`src/rtl/ntt_conf_sequencer.sv`:
```
// Command-side initiator for the mixed-radix NTT controller: steps the conf code through
// run/drain/run/drain for one forward or inverse transform, with a per-run watchdog.
module ntt_conf_sequencer #(
    parameter int unsigned DRAIN_R2 = 10,
    parameter int unsigned DRAIN_R4 = 16,
    parameter int unsigned TIMEOUT  = 1024,
    parameter int unsigned CNT_W    = 16
) (
    input  logic             clk,
    input  logic             rst,
    input  logic             start,
    input  logic             mode,
    output logic             ready,
    output logic             busy,
    output logic [3:0]       conf,
    input  logic [2:0]       done_flag,
    output logic [1:0]       phase,
    output logic             done,
    output logic             err,
    output logic [CNT_W-1:0] cycles
);

    localparam int unsigned DRN_MAX = (DRAIN_R4 > DRAIN_R2) ? DRAIN_R4 : DRAIN_R2;
    localparam int unsigned CNT_MAX = (TIMEOUT > DRN_MAX) ? TIMEOUT : DRN_MAX;
    localparam int unsigned CW      = $clog2(CNT_MAX + 1);

    localparam logic [CW-1:0] TO_LAST  = CW'(TIMEOUT - 1);
    localparam logic [CW-1:0] DR2_LAST = CW'(DRAIN_R2 - 1);
    localparam logic [CW-1:0] DR4_LAST = CW'(DRAIN_R4 - 1);

    localparam logic [3:0] C_IDLE = 4'd0, C_R2_NTT = 4'd1, C_R4_NTT = 4'd2;
    localparam logic [3:0] C_DN_R2_NTT = 4'd3, C_DN_R4_NTT = 4'd4, C_R4_INTT = 4'd5;
    localparam logic [3:0] C_R2_INTT = 4'd6, C_DN_R2_INTT = 4'd7, C_DN_R4_INTT = 4'd8;

    typedef enum logic [2:0] {S_IDLE, S_RUN1, S_DRN1, S_RUN2, S_DRN2, S_FIN} state_t;

    // Pass selection: {mode, second pass}. NTT runs R4 then R2, INTT runs R2 then R4.
    function automatic logic [3:0] run_code(input logic m, input logic second);
        unique case ({m, second})
            2'b00:   return C_R4_NTT;
            2'b01:   return C_R2_NTT;
            2'b10:   return C_R2_INTT;
            default: return C_R4_INTT;
        endcase
    endfunction

    function automatic logic [3:0] dn_code(input logic m, input logic second);
        unique case ({m, second})
            2'b00:   return C_DN_R4_NTT;
            2'b01:   return C_DN_R2_NTT;
            2'b10:   return C_DN_R2_INTT;
            default: return C_DN_R4_INTT;
        endcase
    endfunction

    function automatic logic [2:0] exp_flag(input logic m, input logic second);
        unique case ({m, second})
            2'b00:   return 3'b010;
            2'b01:   return 3'b001;
            2'b10:   return 3'b100;
            default: return 3'b011;
        endcase
    endfunction

    state_t          state_q, state_d;
    logic            mode_q, mode_d;
    logic [CW-1:0]   cnt_q, cnt_d;
    logic            err_d;
    logic [CNT_W-1:0] cycles_d;
    logic            second_q, is_r4;
    logic            ready_d, busy_d, done_d;
    logic [3:0]      conf_d;
    logic [1:0]      phase_d;

    assign second_q = (state_q == S_RUN2);
    assign is_r4    = (mode_q == second_q);

    always_comb begin
        state_d  = state_q;
        mode_d   = mode_q;
        cnt_d    = cnt_q;
        err_d    = err;
        cycles_d = cycles;
        if (busy && (cycles != '1)) begin
            cycles_d = cycles + 1'b1;
        end
        case (state_q)
            S_IDLE: begin
                if (start && ready) begin
                    state_d  = S_RUN1;
                    mode_d   = mode;
                    err_d    = 1'b0;
                    cycles_d = '0;
                    cnt_d    = '0;
                end
            end
            S_RUN1, S_RUN2: begin
                // A match on the final watchdog cycle still takes priority over the timeout.
                if (done_flag == exp_flag(mode_q, second_q)) begin
                    state_d = second_q ? S_DRN2 : S_DRN1;
                    cnt_d   = is_r4 ? DR4_LAST : DR2_LAST;
                end else if (cnt_q == TO_LAST) begin
                    state_d = S_FIN;
                    err_d   = 1'b1;
                end else begin
                    cnt_d = cnt_q + 1'b1;
                end
            end
            S_DRN1, S_DRN2: begin
                if (cnt_q == '0) begin
                    state_d = (state_q == S_DRN1) ? S_RUN2 : S_FIN;
                end else begin
                    cnt_d = cnt_q - 1'b1;
                end
            end
            S_FIN:   state_d = S_IDLE;
            default: state_d = S_IDLE;
        endcase
    end

    // Outputs are decoded from the next state so they appear registered with it.
    always_comb begin
        conf_d  = C_IDLE;
        phase_d = 2'd0;
        busy_d  = 1'b0;
        done_d  = 1'b0;
        ready_d = 1'b0;
        case (state_d)
            S_IDLE: ready_d = 1'b1;
            S_RUN1: begin conf_d = run_code(mode_d, 1'b0); phase_d = 2'd1; busy_d = 1'b1; end
            S_DRN1: begin conf_d = dn_code(mode_d, 1'b0);  phase_d = 2'd1; busy_d = 1'b1; end
            S_RUN2: begin conf_d = run_code(mode_d, 1'b1); phase_d = 2'd2; busy_d = 1'b1; end
            S_DRN2: begin conf_d = dn_code(mode_d, 1'b1);  phase_d = 2'd2; busy_d = 1'b1; end
            S_FIN:  begin phase_d = 2'd3; done_d = 1'b1; end
            default: ready_d = 1'b1;
        endcase
    end

    always_ff @(posedge clk or posedge rst) begin
        if (rst) begin
            state_q <= S_IDLE;
            mode_q  <= 1'b0;
            cnt_q   <= '0;
            conf    <= C_IDLE;
            phase   <= 2'd0;
            busy    <= 1'b0;
            done    <= 1'b0;
            ready   <= 1'b1;
            err     <= 1'b0;
            cycles  <= '0;
        end else begin
            state_q <= state_d;
            mode_q  <= mode_d;
            cnt_q   <= cnt_d;
            conf    <= conf_d;
            phase   <= phase_d;
            busy    <= busy_d;
            done    <= done_d;
            ready   <= ready_d;
            err     <= err_d;
            cycles  <= cycles_d;
        end
    end

endmodule

```
`config.mk`:
```
export PLATFORM = sky130hd
export DESIGN_NAME = ntt_conf_sequencer
export DESIGN_NICKNAME = d
export VERILOG_FILES = /design/src/rtl/ntt_conf_sequencer.sv
export SDC_FILE = /design/constraint.sdc
export NUM_CORES = 1
export LEC_CHECK = 0
export ABC_CLOCK_PERIOD_IN_PS = 3400
export CAP_MARGIN = 20
export CORE_ASPECT_RATIO = 0.9
export CORE_UTILIZATION = 45
export CTS_CLUSTER_SIZE = 40
export DETAILED_ROUTE_END_ITERATION = 10
export GPL_TIMING_DRIVEN = 0
export PLACE_DENSITY_LB_ADDON = 0.05
export SETUP_SLACK_MARGIN = 0.02
export SLEW_MARGIN = 20
export SYNTH_ARGS = -nofsm -noshare
export SYNTH_HDL_FRONTEND = slang
export SYNTH_SLANG_ARGS = --single-unit
```
`constraint.sdc`:
```
create_clock -name clk -period 3.4 [get_ports clk]
set_input_delay 0.68 -clock clk [delete_from_list [all_inputs] [get_ports clk]]
set_output_delay 0.68 -clock clk [all_outputs]
set_load 0.05 [all_outputs]
```
[Word level (Yosys, flattened, before mapping)]
Index checks and enable logic that the tools add are counted.
Widths: inputs -> output; s select.
Storage, ports and cells
  flip-flop bits (word level): 41
  output and inout bits: 26
  word-level logic and storage cells: 82
Cells by class
  add/sub/neg operators: 3
  eq/ne operators: 20
  muxes and demuxes: 33
  bitwise logic cells: 1
  reduce and logical (&&, ||, !) cells: 15
Operators by type and width (number)
  $mux 16: 3
  $mux 11: 4
  $pmux 11 s3: 1
  $mux 3: 9
  $pmux 3 s3: 2
  $add 16x1->16 const B: 1
  $ne 16x16->1 const B: 1
  $pmux 4 s2: 2
  $pmux 4 s4: 1
  $eq 3x2->1 const B: 4
  $add 11x1->11 const B: 1
  $eq 11x10->1 const B: 1
  $logic_not 11->1: 1
  $sub 11x1->11 const B: 1
  $eq 3x3->1 const B: 3
  $mux 1: 8
  $ne 2x2->1 const B: 4
  $reduce_and 4->1: 2
  $reduce_or 2->1: 4
  $eq 3x1->1 const B: 2
  $pmux 2 s3: 1
  $reduce_or 5->1: 1
  $mux 4: 1
  $reduce_or 4->1: 1
  other kinds (12): 13

[Longest topological paths before layout]
  word-level depth: 10
  mapped depth: 10
  depth with buffers taken out: 9

[Worst setup path before layout]
No wires, ideal clock.
  path kind: reg-to-reg
  start: register state_q[0]
  end: register conf[1]
  setup time: 0.123 ns
  data arrival time: 2.483 ns
  data required time: 3.277 ns
  slack: 0.794 ns
  stages on the path, launching flop included: 11
  period minus slack after synthesis: 2.606 ns
  path through: dfrtp_1 -> clkbuf_1 -> nand3b_1 -> inv_1 -> ha_1 -> xor2_1 -> or4_1 -> clkbuf_1 -> a21oi_1 -> nor3_1 -> o221a_1
On the way
  longest elaborated chain between the ends: 9
  elaborated cells on any way between the ends: 29
  classes of those cells: 11 x eq/ne; 13 x mux; 1 x bitwise; 4 x reduce/logical
RTL lines
  start, declared: line 65  | state_t state_q, state_d;
  start signal, assigned: line 152  | state_q <= state_d;
  $eq 3x2->1: line 75, 87
  $eq 2x2->1 (tied with other cells): line 57  | unique case ({m, second})
  $pmux 3 s3: line 57
  $mux 3: line 87  | case (state_q)
  $eq 3x3->1: line 99  | if (done_flag == exp_flag(mode_q, second_q)) begin
  $mux 3: line 99
  $pmux 3 s3: line 87
  $eq 3x3->1 (tied with other cells): line 128  | case (state_d)
  $pmux 4 s4 (*): line 128
  named net conf_d[1]: line 72  | logic [3:0] conf_d;
  end signal, assigned: line 155  | conf <= conf_d;
  end, declared: line 15  | output logic [3:0] conf,
Mark *: on every way through the listed nets, which the timed path passes. The rest lies on a longest branch. The select of a mux whose other input is x is not followed.
A chain may end at the register's enable or synchronous reset.

[Worst setup path in the final report]
  start: register state_q[0]
  end: register cnt_q[9]
On the way
  longest elaborated chain between the ends: 7
  elaborated cells on any way between the ends: 20
  classes of those cells: 10 x eq/ne; 4 x mux; 6 x reduce/logical
RTL lines
  $eq 3x2->1: line 75, 87
  $eq 2x2->1 (tied with other cells): line 57
  $pmux 3 s3: line 57
  $mux 3: line 87
  $eq 3x3->1: line 99
  $ne 3x3->1 (no line) or $mux 11 (tied branches)
  $reduce_and 4->1 (no line) or $pmux 11 s3 (tied branches)
  end signal, assigned: line 154  | cnt_q <= cnt_d;
  end, declared: line 67  | logic [CW-1:0] cnt_q, cnt_d;
Several ways; a longest one is shown, not always the timed one. The select of a mux whose other input is x is not followed.

==> flow_metrics.py <==
metrics = {
    "timing": {
        "setup_ws_ns": 0.3117,
        "rsz0062_at_grt": "false",
        "final.period_utilization_pct": 90.83,
        "finalSetupViolations": 0,
        "timing_worst_slew_pin_value_ns": 1.015,
        "finalMaxSlewViolations": 0,
        "timing.final.crit_period_ns": 3.088,
        "final_setup_tns_ns": 0,
        "timing.max_slew.rel_slack_pct": 31.76,
        "fmax_ghz": 0.3238,
        "hold_violations": 0,
        "worst_clock_skew_on_the_final_layout_ns": 0.007275,
    },
    "clock_network": {
        "tritoncts_num_sinks": 41,
        "cts-htree-levels": 2,
        "post_cts_resized": 0,
        "cts_buffers": 5,
        "hold_buffers": 0,
        "tritoncts_clock_tree": "built",
        "cts_buffer_depth": 2,
        "postCtsSetupRepairBufs": 0,
        "cts-root-buf": "sky130_fd_sc_hd__clkbuf_8",
        "worst_setup_hold_path_clk_slew_ns": 0.09,
        "clk_latency_ns": 0.30,
    },
    "setup_path": {
        "worstPathCellList": "clkbuf_1 -> nand3b_1 -> inv_1 -> ha_1 -> xor2_1 -> o41ai_2 -> clkbuf_1 -> a21oi_1 -> o31ai_1 -> o31ai_1",
        "required_ns": 3.57,
        "critical_path.top_delay_family": "compound AO/OA/AOI/OAI gates",
        "critPathLaunchType": "flop",
        "critPathMaxStageDelay_ns": 0.51,
        "path_buf_inv": 3,
        "worst_setup_path_end_kind": "flop",
        "worst_path_max_delay_cell": "sky130_fd_sc_hd__o41ai_2",
        "setup.worst_path.class": "reg -> reg",
        "worst-endpoint-arrival_ns": 3.26,
        "critical_path.max_fanout": 10,
    },
    "logic_synthesis": {
        "yosys.area_share.xor_xnor_pct": 4.008,
        "mappedNetlistNets": 304,
        "area_fraction_in_compound_gates_after_synthesis_pct": 21.95,
        "synth_top_cell_area_share_pct": 38.17,
        "ys_warn_count": 0,
        "synthAdderAreaFrac_pct": 3.340,
        "synth_top_family_by_area": "simple AND/OR/NAND/NOR gates",
        "postSynth.asyncResetShare_pct": 100.0,
        "syn-mean-instance-area_um2": 9.043,
        "synth_simple_gate_area_share_pct": 24.38,
        "post_synth_instance_area_um2": 2623,
        "synth_top_cell_by_area": "sky130_fd_sc_hd__dfrtp_1",
        "synth.yosys.seq_area_share_pct": 39.17,
        "synthDistinctLibCells": 62,
        "synth.mux.area_fraction_pct": 2.099,
        "synthTopCellsByArea": "sky130_fd_sc_hd__dfrtp_1, sky130_fd_sc_hd__nor2_1, sky130_fd_sc_hd__o31ai_1",
        "post_synth_edffs": 0,
        "synthFlopType": "sky130_fd_sc_hd__dfrtp_1",
        "count_of_state_elements_after_synthesis": 41,
        "synth_cells": 290,
    },
    "pwr": {
        "max-vdd-ir-drop_mv": 0.5190,
        "p_leak_nw": 1.267,
        "powerDensity_nw_per_um2": 1051,
    },
    "die": {
        "num_rows": 25,
        "top_level_ports": 33,
        "die_width_um": 82.47,
        "die_area_um2": 6137,
        "initial_utilization_pct": 48.18,
        "fp.coreArea_um2": 5443,
        "die_y_um": 74.42,
    },
    "route": {
        "met3_wl_post_dr_um": 347,
        "iteration_0_drc_markers": 210,
        "avgRoutedWirePerCell_um": 16.11,
        "drtPass1Iterations": 4,
        "drt_wirelength_mm": 6.412,
        "wirelength_met1_mm": 3.040,
        "vias_per_cell": 6.028,
        "antenna_left": 0,
        "topRoutingLayerUsed": "met4",
        "remaining_routing_drc_violations": 0,
        "via_count": 2399,
        "routed_length_on_met2_mm": 2.944,
    },
    "global_route": {
        "grt_antenna_before_repair": 0,
        "number_of_global_route_vias_before_repair": 2297,
        "grt_usage_pct": 23.22,
        "grt-ovfl-total": 0,
        "grt_max_degree": 34,
        "grt_pass1_wl_mm": 10.73,
    },
    "hold_path": {
        "timing.hold.worst.class": "reg -> reg",
    },
    "place": {
        "io_buffers": 32,
        "pre_cts_ws_ns": 0.3589,
        "place_congestion": 0.8487,
        "estimated_wirelength_of_the_detail_placed_design_mm": 4.620,
    },
    "outcome": {
        "outcome": "complete, no violations",
    },
    "final_layout": {
        "filler_cell_count": 532,
        "num_antenna_cells": 0,
        "final_layout_size_suffix_gt1_share_pct": 9.668,
        "design.final.nets": 344,
        "flow.area_growth_from_synthesis_pct": 20.75,
    },
    "job": {
        "maxCapViolCount": 0,
    },
}
## final timing paths
kind / from / end / slack (ns) / depth (start not counted)
worst max-delay path: state_q[0] / cnt_q[9] / 0.31 / 10
worst min-delay path: err / err / 0.53 / 2
worst max register to register: state_q[0] / cnt_q[9] / 0.31 / 10
worst min register to register: err / err / 0.53 / 2
max in group asynchronous: rst / cnt_q[8] / 2.36 / 3
min in group asynchronous: rst / conf[2] / 0.60 / 2
## tightest hold or removal path, stage by stage (launching register included)
cell	delay, ns
sky130_fd_sc_hd__dfrtp_1	0.37
sky130_fd_sc_hd__nor2_1	0.05
sky130_fd_sc_hd__nor2_1	0.07
## cell usage in the layout (no fill, tap or decap), drive strengths merged, types with 4 or more instances in the layout
cell           Yosys  final
clkbuf            11     17
ha                 7      7
and3               4      4
nor2              27     27
nand2             16     16
xnor2              8      8
or4                7      7
mux2i              4      4
a21oi             17     17
nor3               9      9
o41ai              4      4
buf                5      6
a31oi              5      5
xor2               4      4
clkdlybuf4s50      0     32
or3                9      9
o21ai             17     17
dfrtp             40     40
inv               12     12
o31ai             12     12
nand2b             4      4
nor4              10     10
nand3             16     16
## synthesized netlist by cell type (4+ instances only)
master and number:
sky130_fd_sc_hd__nor3_1 9, sky130_fd_sc_hd__o31ai_1 12, sky130_fd_sc_hd__clkbuf_1 11, sky130_fd_sc_hd__a21oi_1 17
sky130_fd_sc_hd__o21ai_0 15, sky130_fd_sc_hd__nor4_1 9, sky130_fd_sc_hd__nand3_1 15, sky130_fd_sc_hd__or4_1 5
sky130_fd_sc_hd__dfrtp_1 40, sky130_fd_sc_hd__nor2_1 24, sky130_fd_sc_hd__inv_1 12, sky130_fd_sc_hd__a31oi_1 5
sky130_fd_sc_hd__nand2b_1 4, sky130_fd_sc_hd__mux2i_1 4, sky130_fd_sc_hd__or3_1 9, sky130_fd_sc_hd__and3_1 4
sky130_fd_sc_hd__ha_1 7, sky130_fd_sc_hd__xor2_1 4, sky130_fd_sc_hd__nand2_1 16, sky130_fd_sc_hd__xnor2_1 8
## layer usage
metal	track usage, %	vias up
met2	37.01	75
met3	3.436	10
met1	32.14	1147
met5	0	-
li1	-	1167
met4	7.992	0
## metrics by stage
stage | std cells | hold WS (ns) | power (mW) | utilization (%) | cell area [um^2]
2_1_floorplan | 290 | 0.4995 | 2.342 | - | 2623
3_3_place_gp | 389 | 0.5162 | 2.862 | 55.61 | 3027
3_5_place_dp | 390 | 0.5252 | 2.891 | 55.98 | 3047
4_1_cts | 398 | 0.5445 | 3.324 | 58.18 | 3167
5_1_grt | 398 | 0.5577 | 3.561 | 58.18 | 3167
6_report | 398 | 0.5315 | 3.327 | 58.18 | 3167
## final cells by class
| type | instances | area, um^2 | area share (%) |
|---|---|---|---|
| multi-input combinational | 220 | 1463 | 46.19 |
| sequential | 41 | 1027 | 32.44 |
| timing repair buffer | 33 | 340.3 | 10.75 |
| tap | 67 | 83.83 | 2.647 |
| clock buffer | 6 | 82.58 | 2.608 |
| buffer | 16 | 78.83 | 2.489 |
| inverter | 13 | 53.80 | 1.699 |
| clock inverter | 2 | 37.54 | 1.185 |
## flip-flops by register name, indices dropped and copies added (netlist names)
name,flops
err,1
mode_q,1
conf,4
cnt_q,11
busy,1
state_q,3
ready,1
cycles,16
phase,2
done,1
## kinds of logic after synthesis
kind of cell,Yosys count
and+or+nand+nor,115
AOI/OAI and AO/OA,81
adders and majority gates,7
buffers and inverters,29
DFF,41
xor gates and xnor gates,12
muxes,5
## power by group
| group | leakage (nW) | internal, mW | switching (mW) |
|---|---|---|---|
| Sequential | 0.482 | 0.685 | 0.196 |
| Clock | 0.0574 | 0.239 | 0.184 |
| Combinational | 0.727 | 0.745 | 1.28 |
Power figures use the tool's default switching activity.
